`config.mk`:
```
export PLATFORM = sky130hd
export DESIGN_NAME = vga_timing_ctrl_flat
export DESIGN_NICKNAME = d
export VERILOG_FILES = /design/src/rtl/vga_timing_ctrl_if.sv /design/src/rtl/vga_timing_ctrl.sv /design/src/flat_wrapper.sv
export SDC_FILE = /design/constraint.sdc
export NUM_CORES = 1
export LEC_CHECK = 0
export BUFFER_PORTS_ARGS = -buffer_cell sky130_fd_sc_hd__buf_2
export CELL_PAD_IN_SITES_DETAIL_PLACEMENT = 1
export CELL_PAD_IN_SITES_GLOBAL_PLACEMENT = 2
export CORE_MARGIN = 2
export CORE_UTILIZATION = 29
export CTS_BUF_LIST = sky130_fd_sc_hd__clkbuf_8
export DETAILED_ROUTE_END_ITERATION = 10
export GPL_TIMING_DRIVEN = 0
export PLACE_DENSITY_LB_ADDON = 0.1
export SLEW_MARGIN = 20
export SYNTH_ARGS = -nofsm -noshare
export SYNTH_HDL_FRONTEND = slang
export SYNTH_SLANG_ARGS = --single-unit
```
`constraint.sdc`:
```
create_clock -name vga_clk -period 2.05 [get_ports vga_clk]
set_input_delay 0.5125 -clock vga_clk [delete_from_list [all_inputs] [get_ports vga_clk]]
set_output_delay 0.5125 -clock vga_clk [all_outputs]
set_load 0.01 [all_outputs]
```
`src/rtl/vga_timing_ctrl_if.sv`:
```
// Bundle of the pixel request/return bus and the registered VGA pin outputs.
// The timing controller drives through the master modport; the pixel sources
// and the pin pads see the slave view.
interface vga_timing_ctrl_if;
    logic [23:0] pos_data;
    logic [9:0]  pos_x;
    logic [9:0]  pos_y;
    logic        pix_req;
    logic        hsync;
    logic        vsync;
    logic        de;
    logic [11:0] rgb;
    logic        frame_start;

    modport master (
        input  pos_data,
        output pos_x, pos_y, pix_req,
        output hsync, vsync, de, rgb, frame_start
    );

    modport slave (
        output pos_data,
        input  pos_x, pos_y, pix_req,
        input  hsync, vsync, de, rgb, frame_start
    );
endinterface

```
`src/rtl/vga_timing_ctrl.sv`:
```
// 640x480@60 Hz VGA raster timing generator. Requests pixel coordinates one
// cycle ahead of the visible pixel so block-RAM renderers can answer in time,
// then registers sync, data-enable and the truncated 12-bit colour together.
module vga_timing_ctrl #(
    parameter int H_SYNC  = 96,
    parameter int H_BACK  = 48,
    parameter int H_VALID = 640,
    parameter int H_FRONT = 16,
    parameter int V_SYNC  = 2,
    parameter int V_BACK  = 33,
    parameter int V_VALID = 480,
    parameter int V_FRONT = 10
) (
    input  logic              vga_clk,
    input  logic              rst,
    vga_timing_ctrl_if.master bus
);

    localparam int H_TOTAL_I = H_SYNC + H_BACK + H_VALID + H_FRONT;
    localparam int V_TOTAL_I = V_SYNC + V_BACK + V_VALID + V_FRONT;
    localparam int HA_I      = H_SYNC + H_BACK;
    localparam int VA_I      = V_SYNC + V_BACK;

    localparam logic [9:0] H_LAST      = 10'(H_TOTAL_I - 1);
    localparam logic [9:0] V_LAST      = 10'(V_TOTAL_I - 1);
    localparam logic [9:0] H_SYNC_END  = 10'(H_SYNC);
    localparam logic [9:0] V_SYNC_END  = 10'(V_SYNC);
    localparam logic [9:0] H_VIS_START = 10'(HA_I);
    localparam logic [9:0] H_VIS_END   = 10'(HA_I + H_VALID);
    localparam logic [9:0] V_VIS_START = 10'(VA_I);
    localparam logic [9:0] V_VIS_END   = 10'(VA_I + V_VALID);
    localparam logic [9:0] REQ_START   = 10'(HA_I - 1);
    localparam logic [9:0] REQ_END     = 10'(HA_I + H_VALID - 2);

    logic [9:0] cnt_h;
    logic [9:0] cnt_v;
    logic       active_line;
    logic       visible;
    logic       req;

    // Raster position: cnt_h sweeps each line, cnt_v steps once per completed line.
    always_ff @(posedge vga_clk or posedge rst) begin
        if (rst) begin
            cnt_h <= '0;
            cnt_v <= '0;
        end else if (cnt_h == H_LAST) begin
            cnt_h <= '0;
            if (cnt_v == V_LAST) begin
                cnt_v <= '0;
            end else begin
                cnt_v <= cnt_v + 10'd1;
            end
        end else begin
            cnt_h <= cnt_h + 10'd1;
        end
    end

    // Region decode and the coordinate request, which leads the visible window by one column.
    always_comb begin
        active_line = (cnt_v >= V_VIS_START) && (cnt_v < V_VIS_END);
        visible     = active_line && (cnt_h >= H_VIS_START) && (cnt_h < H_VIS_END);
        req         = active_line && (cnt_h >= REQ_START) && (cnt_h <= REQ_END);
        bus.pix_req = req;
        bus.pos_x   = req ? (cnt_h - REQ_START) : 10'd0;
        bus.pos_y   = req ? (cnt_v - V_VIS_START) : 10'd0;
    end

    // Pin register: every output is taken from the same counter state so they stay mutually aligned.
    always_ff @(posedge vga_clk or posedge rst) begin
        if (rst) begin
            bus.hsync       <= 1'b1;
            bus.vsync       <= 1'b1;
            bus.de          <= 1'b0;
            bus.rgb         <= 12'h000;
            bus.frame_start <= 1'b0;
        end else begin
            bus.hsync       <= (cnt_h >= H_SYNC_END);
            bus.vsync       <= (cnt_v >= V_SYNC_END);
            bus.de          <= visible;
            bus.rgb         <= visible ? {bus.pos_data[23:20], bus.pos_data[15:12], bus.pos_data[7:4]}
                                       : 12'h000;
            bus.frame_start <= (cnt_h == 10'd0) && (cnt_v == 10'd0);
        end
    end

endmodule

```
`src/flat_wrapper.sv`:
```
// flat-port wrapper written by rule: the top's interface ports become plain ports
module vga_timing_ctrl_flat 
#(
    parameter int H_SYNC  = 96,
    parameter int H_BACK  = 48,
    parameter int H_VALID = 640,
    parameter int H_FRONT = 16,
    parameter int V_SYNC  = 2,
    parameter int V_BACK  = 33,
    parameter int V_VALID = 480,
    parameter int V_FRONT = 10
)
  (vga_clk, rst, bus_pos_data, bus_pos_x, bus_pos_y, bus_pix_req, bus_hsync, bus_vsync, bus_de, bus_rgb, bus_frame_start);
  vga_timing_ctrl_if bus_i ();
  input  logic vga_clk;
  input  logic rst;
  input wire logic [$bits(bus_i.pos_data)-1:0] bus_pos_data;
  output wire logic [$bits(bus_i.pos_x)-1:0] bus_pos_x;
  output wire logic [$bits(bus_i.pos_y)-1:0] bus_pos_y;
  output wire logic [$bits(bus_i.pix_req)-1:0] bus_pix_req;
  output wire logic [$bits(bus_i.hsync)-1:0] bus_hsync;
  output wire logic [$bits(bus_i.vsync)-1:0] bus_vsync;
  output wire logic [$bits(bus_i.de)-1:0] bus_de;
  output wire logic [$bits(bus_i.rgb)-1:0] bus_rgb;
  output wire logic [$bits(bus_i.frame_start)-1:0] bus_frame_start;
  assign bus_i.pos_data = bus_pos_data;
  assign bus_pos_x = bus_i.pos_x;
  assign bus_pos_y = bus_i.pos_y;
  assign bus_pix_req = bus_i.pix_req;
  assign bus_hsync = bus_i.hsync;
  assign bus_vsync = bus_i.vsync;
  assign bus_de = bus_i.de;
  assign bus_rgb = bus_i.rgb;
  assign bus_frame_start = bus_i.frame_start;
  vga_timing_ctrl #(.H_SYNC(H_SYNC), .H_BACK(H_BACK), .H_VALID(H_VALID), .H_FRONT(H_FRONT), .V_SYNC(V_SYNC), .V_BACK(V_BACK), .V_VALID(V_VALID), .V_FRONT(V_FRONT)) u_core (.vga_clk(vga_clk), .rst(rst), .bus(bus_i));
endmodule
```
# Yosys cells after proc, flatten, opt, wreduce, memory -nomap -nowiden
# Index checks and enable logic that the tools add are counted.
# word_totals
register_bits	36
out_inout_bits	37
input_bits	26
elab_cells	34
# op_classes
n_lt_le_gt_ge	8
muxes	5
eq_ne	2
reduce_logical	8
n_addsub	4
# op_table
operator	count
2-to-1 mux 10 bit	4
adder 10 x 1 -> 10 bit, second input constant	2
== test 10 bit, second input constant	2
greater-or-equal comparator 10 x 8 -> 1 bit, second input constant	2
logical NOT 10 bit	2
< comparator 10 bit, second input constant	2
2-to-1 mux 12 bit	1
greater-or-equal comparator 10 x 2 -> 1 bit, second input constant	1
greater-or-equal comparator 10 x 6 -> 1 bit, second input constant	1
greater-or-equal comparator 10 x 7 -> 1 bit, second input constant	1
less-or-equal comparator 10 bit, second input constant	1
subtractor 10 x 6 -> 10 bit, second input constant	1
subtractor 10 x 8 -> 10 bit, second input constant	1
logical AND 1 bit	6

# Logic depth before layout (Yosys ltp)
# Gate-level depths: netlist (run 1).
# depth
word_depth	5
mapped_depth	7
mapped_depth_nobuf	5

# Worst setup path before layout (run 1)
# Ideal clock, no wire load.
# synth_path
path_kind	flip-flop to output port
start	register u_core.cnt_v[0]
end	output port bus_pos_x[1]
required_time_ns	1.537
stages_incl_launch_ff	8
n_path_buf	2
t_arrival_ns	1.745
path_slack_ns	-0.207
cell_sequence	dfrtp_1 ha_1 buf_2 nor4_2 nand4b_1 and2_1 buf_6 nor3b_1
# synth_via
elab_chain_cells	5
word_cells_on_any_way	6
classes_between	order compare: 2; mux: 1; reduce/logical: 3
# synth_lines
item	line_no	text
start, declared	vga_timing_ctrl.sv:36	logic [9:0] cnt_v;
start signal, assigned	vga_timing_ctrl.sv:51	cnt_v <= cnt_v + 10'd1;
greater-or-equal comparator 10 x 6 -> 1 bit or < comparator 10 bit (tied branches)	vga_timing_ctrl.sv:60	active_line = (cnt_v >= V_VIS_START) && (cnt_v < V_VIS_END);
logical AND 1 bit (*)	vga_timing_ctrl.sv:60	
logical AND 1 bit (*) (2 in a row)	vga_timing_ctrl.sv:62	req = active_line && (cnt_h >= REQ_START) && (cnt_h <= REQ_END);
2-to-1 mux 10 bit (*)	vga_timing_ctrl.sv:64	bus.pos_x = req ? (cnt_h - REQ_START) : 10'd0;
end, declared	flat_wrapper.sv:18	output wire logic [$bits(bus_i.pos_x)-1:0] bus_pos_x;
# Every way passes the cells marked *; elsewhere a longest branch is shown, timed or not.

# Worst setup path after layout (run 1)
# layout_path
start	register u_core.cnt_h[5]
end	output port bus_pos_x[3]
# layout_via
elab_chain_cells	4
word_cells_on_any_way	5
classes_between	order compare: 2; mux: 1; reduce/logical: 2
# layout_lines
item	line_no	text
start, declared	vga_timing_ctrl.sv:35	logic [9:0] cnt_h;
start signal, assigned	vga_timing_ctrl.sv:54	cnt_h <= cnt_h + 10'd1;
greater-or-equal comparator 10 x 8 -> 1 bit	vga_timing_ctrl.sv:62	
logical AND 1 bit	vga_timing_ctrl.sv:62	
logical AND 1 bit (*)	vga_timing_ctrl.sv:62	
2-to-1 mux 10 bit (*)	vga_timing_ctrl.sv:64	
# Marked as above.

==> impl_metrics.json, run 1 <==
{
  "vias": 1876,
  "syn-num-nets": 249,
  "fin_area_um2": 3010,
  "core_area_um2": 7180,
  "portBuffers": 50,
  "cts.sinks": 36,
  "relSlewSlack_pct": 56.8,
  "internal_power_mw": 1.08,
  "worst_slack_ns": -0.470,
  "p_sw_share_pct": 21.8,
  "finalClockSkew_ns": 0.00502,
  "die_area_um2": 8050,
  "clk_pin_slew_worst_paths_ns": 0.08,
  "startpoint": "u_core.cnt_h[5]",
  "die_w_um": 89.7,
  "drt-total-wl_mm": 6.14,
  "htreeDepth": 2,
  "total_power_mw": 1.38,
  "r2r_start": "u_core.cnt_v[7]",
  "status": "complete, but fails checks",
  "wire_per_inst_um": 15.6,
  "grt.total_usage_pct": 15.5,
  "cts_tree": "yes",
  "combPwrFrac_pct": 2.2,
  "crit_path_max_fanout": 10,
  "start_util_pct": 29.7,
  "antenna_found_initial": 0,
  "final_antenna_net_count": 0,
  "cp-start-kind": "flop",
  "irDropWorstVdd_mv": 0.232,
  "cts_root_buf": "clkbuf_8",
  "grt_pass1_vias": 1915,
  "hold_path.class": "in2async",
  "fp.dieH_um": 89.7,
  "rsz0062_at_grt": "yes",
  "rrSetupSlack_ns": 0.17,
  "power_density_nw_per_um2": 459,
  "rows": 31,
  "min_period_ns": 2.52,
  "path_class": "reg2out",
  "cts_made_buffers": 5,
  "required_ns": 1.54,
  "p_leak_nw": 1.42,
  "grt-ovfl-total": 0,
  "grt_first_pass_wirelength_mm": 10.1,
  "fillCellCount": 851,
  "finalHoldViolations": 0,
  "hpwlAfterDp_mm": 4.29,
  "synthesis.instances": 218,
  "ys_ff_latch": 36,
  "yosysUniqueCellTypes": 49,
  "async_flop_share_pct": 100,
  "synth_edf_count": 0,
  "violations": "setup timing",
  "reg2reg_to": "u_core.cnt_v[3]",
  "p_clk_share_pct": 46.6,
  "nNetsFinal": 325,
  "timing.fmax_mhz": 397,
  "final_max_slew_viol_count": 0,
  "setup.worst_path.end": "bus_pos_x[3]",
  "fin_crit_sh_pct": 123,
  "ys_seq_area_share_pct": 42.4,
  "synth_ff_type": "dfrtp_1",
  "io_pins": 63,
  "reg2reg_depth": 5,
  "seqPwrFrac_pct": 51.2,
  "power_switching_mw": 0.302,
  "cap_violations": 0,
  "drtIter0Drc": 77,
  "cts_buffer_depth": 2,
  "gp_congestion": 0.827,
  "layout-drive-gt1-share_pct": 48.1,
  "antennaDiodeCount": 0,
  "postPlaceCellArea_um2": 2680,
  "avgSynthCellArea_um2": 9.77,
  "grt_max_degree": 28,
  "drcViolationCount": 0,
  "setup_viol": 21,
  "worstPathArrival_ns": 2.01,
  "synthesis.area_um2": 2130,
  "yosysWarnings": 0,
  "syn_to_final_growth_pct": 41.5,
  "worst_pin_slew_ns": 0.642,
  "firstDrtPassIters": 4,
  "worstSkewPairLatency_ns": 0.29,
  "cts_hold_buffers": 0,
  "endpoint_kind": "output port",
  "viasPerCell": 4.76
}
-- worst max-delay path, stage by stage, from the launching register on --
cell     delay (ns)
dfrtp_1        0.41
or3_4          0.43
o21a_4         0.22
o22ai_4        0.26
buf_8          0.20
nor3_4         0.05
buf_2          0.14
-- synthesized netlist by cell type (all sizes together), types with 5 or more instances --
cell type,number,area [µm²]
dfrtp,34,851
nor3,21,126
and2,16,100
nor2,15,56.3
buf,13,98.8
xnor2,13,114
nand3,12,60.1
inv,8,30.0
nand4,8,50.1
o21ai,8,40.0
xor2,7,61.3
and3,6,40.0
a21oi,5,25.0
clkbuf,5,28.8
ha,5,62.6
nand2,5,18.8
-- state kept, by name, indices dropped and copies added, names as in the netlist --
name                    flops
u_core.bus.rgb             12
u_core.cnt_h               10
u_core.cnt_v               10
u_core.bus.de               1
u_core.bus.frame_start      1
u_core.bus.hsync            1
u_core.bus.vsync            1
-- repair_timing --
item | CTS | global route
endpoints found under the setup margin | 21 | 25
cloned | 0 | 1
gates resized for setup | 13 | 8
pin swaps | 12 | 13
setup buffers | 17 | 4
-- final cells by class --
class / count / area (µm²) / area share (%)
clock buffers: 5 / 68.8 / 2.28
multi-input cells: 156 / 1240 / 41.2
well taps: 99 / 124 / 4.11
inverters: 8 / 30.0 / 0.996
plain buffers: 14 / 135 / 4.48
clock inverters: 3 / 42.5 / 1.41
repair buffers: 73 / 460 / 15.3
flip-flops and latches: 36 / 912 / 30.3
-- per-stage QoR --
stage / setup WS [ns] / setup TNS, ns / cells / utilization [%] / hold slack [ns]
3_5_place_dp: -0.442 / -8.21 / 368 / 37.3 / 0.468
5_1_grt: -0.540 / -10.72 / 394 / 42.0 / 0.149
6_report: -0.470 / -9.21 / 394 / 42.0 / 0.142
2_1_floorplan: -0.111 / -1.43 / 218 / - / 0.507
4_1_cts: -0.535 / -10.21 / 390 / 41.1 / 0.142
3_3_place_gp: -0.447 / -8.16 / 367 / 37.0 / 0.559
-- placed cells by master, fill, tap and decap left out, drive strengths merged, types with 3 or more instances in the layout --
| cell | count |
|---|---|
| buf | 84 |
| dfrtp | 34 |
| nor3 | 21 |
| and2 | 16 |
| nor2 | 15 |
| xnor2 | 13 |
| nand3 | 12 |
| nand4 | 8 |
| inv | 8 |
| o21ai | 8 |
| clkbuf | 8 |
| xor2 | 7 |
| and3 | 6 |
| nand2 | 5 |
| a21oi | 5 |
| ha | 5 |
| nor4 | 3 |
| a31oi | 3 |
| nor3b | 3 |
| or3 | 3 |
-- layer usage --
layer | up-vias | global-route usage [%] | share of wire [%]
met5 | - | 0 | 0
met1 | 905 | 22.3 | 49
met3 | 2 | 4.44 | 6.4
li1 | 914 | - | -
met4 | 0 | 3.85 | 0.42
met2 | 55 | 23.1 | 45
-- power groups by stage --
| stage | clock network [mW] | logic (mW) | registers, mW |
|---|---|---|---|
| after floorplan | 0 | 0.0106 | 0.724 |
| after global placement | 0 | 0.0265 | 0.724 |
| after detailed placement | 0 | 0.0323 | 0.724 |
| after CTS | 0.669 | 0.0320 | 0.709 |
| after global routing | 0.704 | 0.0359 | 0.710 |
| final | 0.645 | 0.0302 | 0.709 |
-- worst min path at each step --
stage / startpoint / to / slack (ns) / depth (start not counted)
after floorplan: u_core.cnt_h[0] / u_core.cnt_h[0] / 0.51 / 1
after global placement: u_core.cnt_v[8] / u_core.cnt_v[8] / 0.56 / 1
after detailed placement: rst / u_core.cnt_h[8] / 0.47 / 2
after CTS: rst / u_core.cnt_h[9] / 0.14 / 2
after global routing: rst / u_core.cnt_h[9] / 0.15 / 2
final: rst / u_core.cnt_h[3] / 0.14 / 2
-- cell families (layout without fill, tap and decap cells) --
| group | count (synthesis) | count (layout) | synth area share, % |
|---|---|---|---|
| buffers and inverters | 26 | 103 | 7.40 |
| AO/OA/AOI/OAI | 27 | 27 | 9.51 |
| adder cells (fa/ha/maj) | 5 | 5 | 2.94 |
| flip-flops | 36 | 36 | 42.4 |
| XOR/XNOR | 20 | 20 | 8.22 |
| multiplexers | 2 | 2 | 0.940 |
| AND/OR/NAND/NOR | 102 | 102 | 28.6 |
Note: power is estimated with default switching activity, not from simulation.
==> run 2, diff against run 1 <==
--- a/config.mk
+++ b/config.mk
@@ -8,6 +8,7 @@
 export BUFFER_PORTS_ARGS = -buffer_cell sky130_fd_sc_hd__buf_2
 export CELL_PAD_IN_SITES_DETAIL_PLACEMENT = 1
 export CELL_PAD_IN_SITES_GLOBAL_PLACEMENT = 2
+export CORE_ASPECT_RATIO = 1.2
 export CORE_MARGIN = 2
 export CORE_UTILIZATION = 29
 export CTS_BUF_LIST = sky130_fd_sc_hd__clkbuf_8
==> constraint.sdc (replaced) <==
create_clock -name vga_clk -period 2.05 [get_ports vga_clk]
set_input_delay 0.5125 -clock vga_clk [delete_from_list [all_inputs] [get_ports vga_clk]]
set_output_delay 0.5125 -clock vga_clk [all_outputs]
set_load 0.1 [all_outputs]
==> impl_metrics.json, run 2 (synthesized netlist as in run 1, its figures left out) <==
{
  "fin_crit_sh_pct": 134,
  "path_class": "reg2out",
  "final_max_slew_viol_count": 0,
  "min_period_ns": 2.76,
  "startpoint": "u_core.cnt_v[1]",
  "drtIter0Drc": 41,
  "postPlaceCellArea_um2": 2780,
  "setup_viol": 21,
  "cts_root_buf": "clkbuf_8",
  "crit_top_cell": "buf_12",
  "power_switching_mw": 0.283,
  "largest_reg_flops": 12,
  "internal_power_mw": 1.08,
  "total_power_mw": 1.36,
  "antenna_found_initial": 0,
  "fin_util_pct": 50.1,
  "cts_made_buffers": 5,
  "r2r_start": "u_core.cnt_v[1]",
  "firstDrtPassIters": 4,
  "cts_tree": "yes",
  "largest-register": "u_core.bus.rgb",
  "htreeDepth": 2,
  "crit_path_max_fanout": 5,
  "cap_violations": 0,
  "hold_ws_ns": 0.0911,
  "hold_path.class": "in2async",
  "worstPathArrival_ns": 2.24,
  "top_regs": "u_core.bus.rgb x12, u_core.cnt_h x10, u_core.cnt_v x10",
  "irDropWorstVdd_mv": 0.219,
  "fin_area_um2": 3600,
  "final_common_cell": "buf_2",
  "crit_chain": "ha_4 -> nor4_4 -> nand4b_1 -> and2_4 -> buf_12 -> buf_12 -> nor3_4 -> buf_12",
  "required_ns": 1.54,
  "fillCellCount": 771,
  "relSlewSlack_pct": 57.3,
  "endpoint_kind": "output port",
  "final_cell_mix": "33 x buf_2, 28 x buf_12, 26 x dfrtp_1",
  "combPwrFrac_pct": 2.2,
  "die_area_um2": 8050,
  "worst_pin_slew_ns": 0.635,
  "core_area_um2": 7190,
  "placed_cells": 359,
  "seqPwrFrac_pct": 52.1,
  "clk_pin_slew_worst_paths_ns": 0.07,
  "cts.sinks": 36,
  "status": "complete, but fails checks",
  "io_pins": 63,
  "cp_slowest_stage_delay_ns": 0.44,
  "syn_to_final_growth_pct": 69.2,
  "drt-total-wl_mm": 6.82,
  "viasPerCell": 5.01,
  "cp-start-kind": "flop",
  "portBuffers": 50,
  "cts_hold_buffers": 0,
  "worst_slack_ns": -0.705,
  "nNetsFinal": 332,
  "start_util_pct": 29.6,
  "grt_max_degree": 33,
  "antennaDiodeCount": 0,
  "vias": 1962,
  "grt_first_pass_wirelength_mm": 11.0,
  "violations": "setup timing",
  "layout-drive-gt1-share_pct": 50.0,
  "timing.fmax_mhz": 363,
  "p_sw_share_pct": 20.8,
  "final_antenna_net_count": 0,
  "p_leak_nw": 1.69,
  "grt-ovfl-total": 0,
  "post-place-ws_ns": -1.05,
  "power_density_nw_per_um2": 378,
  "finalHoldViolations": 0,
  "gp_congestion": 0.701,
  "finalClockSkew_ns": 0.00384,
  "die_w_um": 82.3,
  "drcViolationCount": 0,
  "cp_slowest_cell": "dfrtp_2",
  "worstSkewPairLatency_ns": 0.29,
  "setup_tns_ns": -13.30,
  "final_cells": 392,
  "wire_per_inst_um": 17.4,
  "rows": 34,
  "grt_pass1_vias": 2136,
  "cts_buffer_depth": 2,
  "rsz0062_at_grt": "yes",
  "p_clk_share_pct": 45.6,
  "hpwlAfterDp_mm": 4.31,
  "fp.dieH_um": 97.9,
  "grt.total_usage_pct": 17.9
}
-- run 2: worst paths after layout --
path                                     end  slack, ns  cells after the start
max                             bus_pos_x[3]      -0.71                      8
min                          u_core.cnt_h[7]       0.09                      2
max reg2reg                u_core.bus.rgb[1]       0.13                      9
min reg2reg                  u_core.cnt_v[8]       0.58                      1
max in group asynchronous   u_core.bus.vsync       1.49                      3
min in group vga_clk       u_core.bus.rgb[7]       0.42                      2
-- run 2: timing repair --
item / in CTS / in global routing
pin swaps: 20 / 14
resized for setup: 106 / 12
setup buffers: 24 / 5
endpoints found under the setup margin: 30 / 39
cloned: 3 / 2
-- run 2: final cells by class --
| cell class | instances | area [µm²] | share of cell area [%] |
|---|---|---|---|
| sequential | 36 | 913 | 25.3 |
| tap | 90 | 113 | 3.12 |
| clock inverter | 3 | 38.8 | 1.08 |
| timing repair buffer | 80 | 922 | 25.6 |
| clock buffer | 5 | 68.8 | 1.91 |
| inverter | 8 | 30.0 | 0.833 |
| buffer | 14 | 154 | 4.27 |
| multi-input combinational | 156 | 1370 | 37.9 |
-- run 2: metal layers --
layer	vias to the layer above	track usage, %	routed length (µm)
met5	-	0	0
met3	9	2.31	97
met2	18	32.3	3820
met4	0	5.77	104
met1	1007	21.2	2800
li1	928	-	-
-- run 2: power by group through the flow --
| stage | clock, mW | combinational (mW) | sequential [mW] |
|---|---|---|---|
| 2_1_floorplan | 0 | 0.0106 | 0.724 |
| 5_1_grt | 0.679 | 0.0353 | 0.710 |
| 6_report | 0.621 | 0.0305 | 0.710 |
| 3_3_place_gp | 0 | 0.0263 | 0.724 |
| 3_5_place_dp | 0 | 0.0320 | 0.724 |
| 4_1_cts | 0.646 | 0.0321 | 0.709 |
-- run 2: critical path, delay by kind of cell (launching register included) --
| kind | cells | cell delay (ns) |
|---|---|---|
| and+or+nand+nor | 4 | 0.84 |
| adders and majority gates | 1 | 0.19 |
| buffers and inverters | 3 | 0.49 |
| DFF | 1 | 0.44 |
==> run 3, diff against run 2 <==
--- a/config.mk
+++ b/config.mk
@@ -15,7 +15,9 @@
 export DETAILED_ROUTE_END_ITERATION = 10
 export GPL_TIMING_DRIVEN = 0
 export PLACE_DENSITY_LB_ADDON = 0.1
+export SETUP_SLACK_MARGIN = 0.4
 export SLEW_MARGIN = 20
 export SYNTH_ARGS = -nofsm -noshare
 export SYNTH_HDL_FRONTEND = slang
 export SYNTH_SLANG_ARGS = --single-unit
+export TNS_END_PERCENT = 50
==> impl_metrics.json, run 3 (synthesized netlist as in run 1, its figures left out) <==
{
  "htreeDepth": 2,
  "worst_slack_ns": -0.670,
  "syn_to_final_growth_pct": 73.6,
  "final_common_cell": "buf_2",
  "largest-register": "u_core.bus.rgb",
  "firstDrtPassIters": 4,
  "required_ns": 1.54,
  "cap_violations": 0,
  "route.layer.met1.wl_mm": 2.76,
  "fin_util_pct": 51.4,
  "top_regs": "u_core.bus.rgb x12, u_core.cnt_h x10, u_core.cnt_v x10",
  "rsz0062_at_grt": "yes",
  "grt-ovfl-total": 0,
  "cts_root_buf": "clkbuf_8",
  "cts_tree": "yes",
  "wire_per_inst_um": 17.5,
  "worstPathArrival_ns": 2.21,
  "drcViolationCount": 0,
  "cp-start-kind": "flop",
  "die_w_um": 82.3,
  "antennaDiodeCount": 0,
  "die_area_um2": 8050,
  "viasPerCell": 4.98,
  "met3_length_um": 124,
  "hold_path.class": "in2async",
  "endpoint_kind": "output port",
  "status": "complete, but fails checks",
  "finalHoldViolations": 0,
  "grt_max_degree": 32,
  "finalClockSkew_ns": 0.00387,
  "cts_buffer_depth": 2,
  "path_class": "reg2out",
  "r2r_start": "u_core.cnt_h[4]",
  "final_cell_mix": "32 x buf_2, 29 x dfrtp_1, 27 x buf_12",
  "antenna_found_initial": 0,
  "vias": 1948,
  "timing.fmax_mhz": 368,
  "layout-drive-gt1-share_pct": 56.5,
  "top_layer": "met4",
  "setup_viol": 21,
  "drt-total-wl_mm": 6.83,
  "wl_met2_mm": 3.87,
  "nNetsFinal": 331,
  "post-place-ws_ns": -1.06,
  "worstSkewPairLatency_ns": 0.29,
  "hpwlAfterDp_mm": 4.27,
  "irDropWorstVdd_mv": 0.269,
  "io_pins": 63,
  "grt.total_usage_pct": 17.5,
  "final_max_slew_viol_count": 0,
  "final_antenna_net_count": 0,
  "drtIter0Drc": 48,
  "min_period_ns": 2.72,
  "worst_pin_slew_ns": 0.503,
  "fin_crit_sh_pct": 133,
  "grt_pass1_vias": 1999,
  "core_area_um2": 7190,
  "p_leak_nw": 1.72,
  "relSlewSlack_pct": 66.4,
  "cts_made_buffers": 5,
  "portBuffers": 50,
  "cts.sinks": 36,
  "largest_reg_flops": 12,
  "fp.dieH_um": 97.9,
  "violations": "setup timing",
  "grt_first_pass_wirelength_mm": 10.7,
  "rows": 34,
  "clk_pin_slew_worst_paths_ns": 0.07,
  "power_density_nw_per_um2": 343,
  "crit_path_max_fanout": 5,
  "gp_congestion": 0.703,
  "startpoint": "u_core.cnt_h[6]",
  "start_util_pct": 29.6
}
[run 3: layer usage]
metal | GRT usage, % | up-vias
met5 | 0 | -
met3 | 2.59 | 5
li1 | - | 932
met1 | 21.0 | 993
met2 | 31.8 | 18
met4 | 3.85 | 0
[run 3: area by class of cell]
cell class	instances	area [µm²]
Inverter	8	30.0
Tap cell	90	113
Buffer	18	193
Fill cell	768	3490
Clock inverter	2	11.3
Clock buffer	6	82.6
Multi-Input combinational cell	156	1480
Sequential cell	36	910
Timing Repair Buffer	75	885
[run 3: critical path: stages (launching register included)]
cell     delay, ns
dfrtp_1       0.41
or3_4         0.44
nor3_4        0.24
o22ai_4       0.11
buf_4         0.16
buf_12        0.14
nor3b_4       0.21
buf_12        0.20
[run 3: final timing paths]
kind                                       to  slack (ns)  cells past startpoint
setup / recovery                 bus_pos_y[1]       -0.67                      7
hold / removal                u_core.cnt_h[9]        0.11                      2
setup reg to reg            u_core.bus.rgb[7]        0.26                      7
hold reg to reg               u_core.cnt_h[2]        0.62                      1
max in group asynchronous    u_core.bus.vsync        1.48                      3
min in group vga_clk       u_core.bus.rgb[11]        0.44                      2
[run 3: metrics by stage]
stage	hold slack, ns	instance area, µm²	setup TNS (ns)	cells	power, mW
after global routing	0.107	3700	-14.84	391	1.33
after floorplan	0.505	2390	-14.05	218	0.734
final	0.108	3700	-12.90	391	1.27
after global placement	0.557	2760	-19.70	358	0.750
after CTS	0.101	3480	-13.59	384	1.30
after detailed placement	0.415	2780	-19.57	359	0.755
[run 3: repair_timing]
action	CTS	global route
pin swaps	17	34
endpoints found under the hold margin	0	0
hold buffers	0	0
cloned	4	1
resized for setup	112	44
endpoints found under the setup margin	52	52
setup buffers	13	6
[run 3: power by group]
group / total [mW] / switching (mW) / internal [mW] / leakage (nW)
Sequential: 0.710 / 0 / 0.710 / 0.476
Clock: 0.528 / 0.260 / 0.268 / 0.0486
Combinational: 0.0310 / 0.0184 / 0.0126 / 1.20
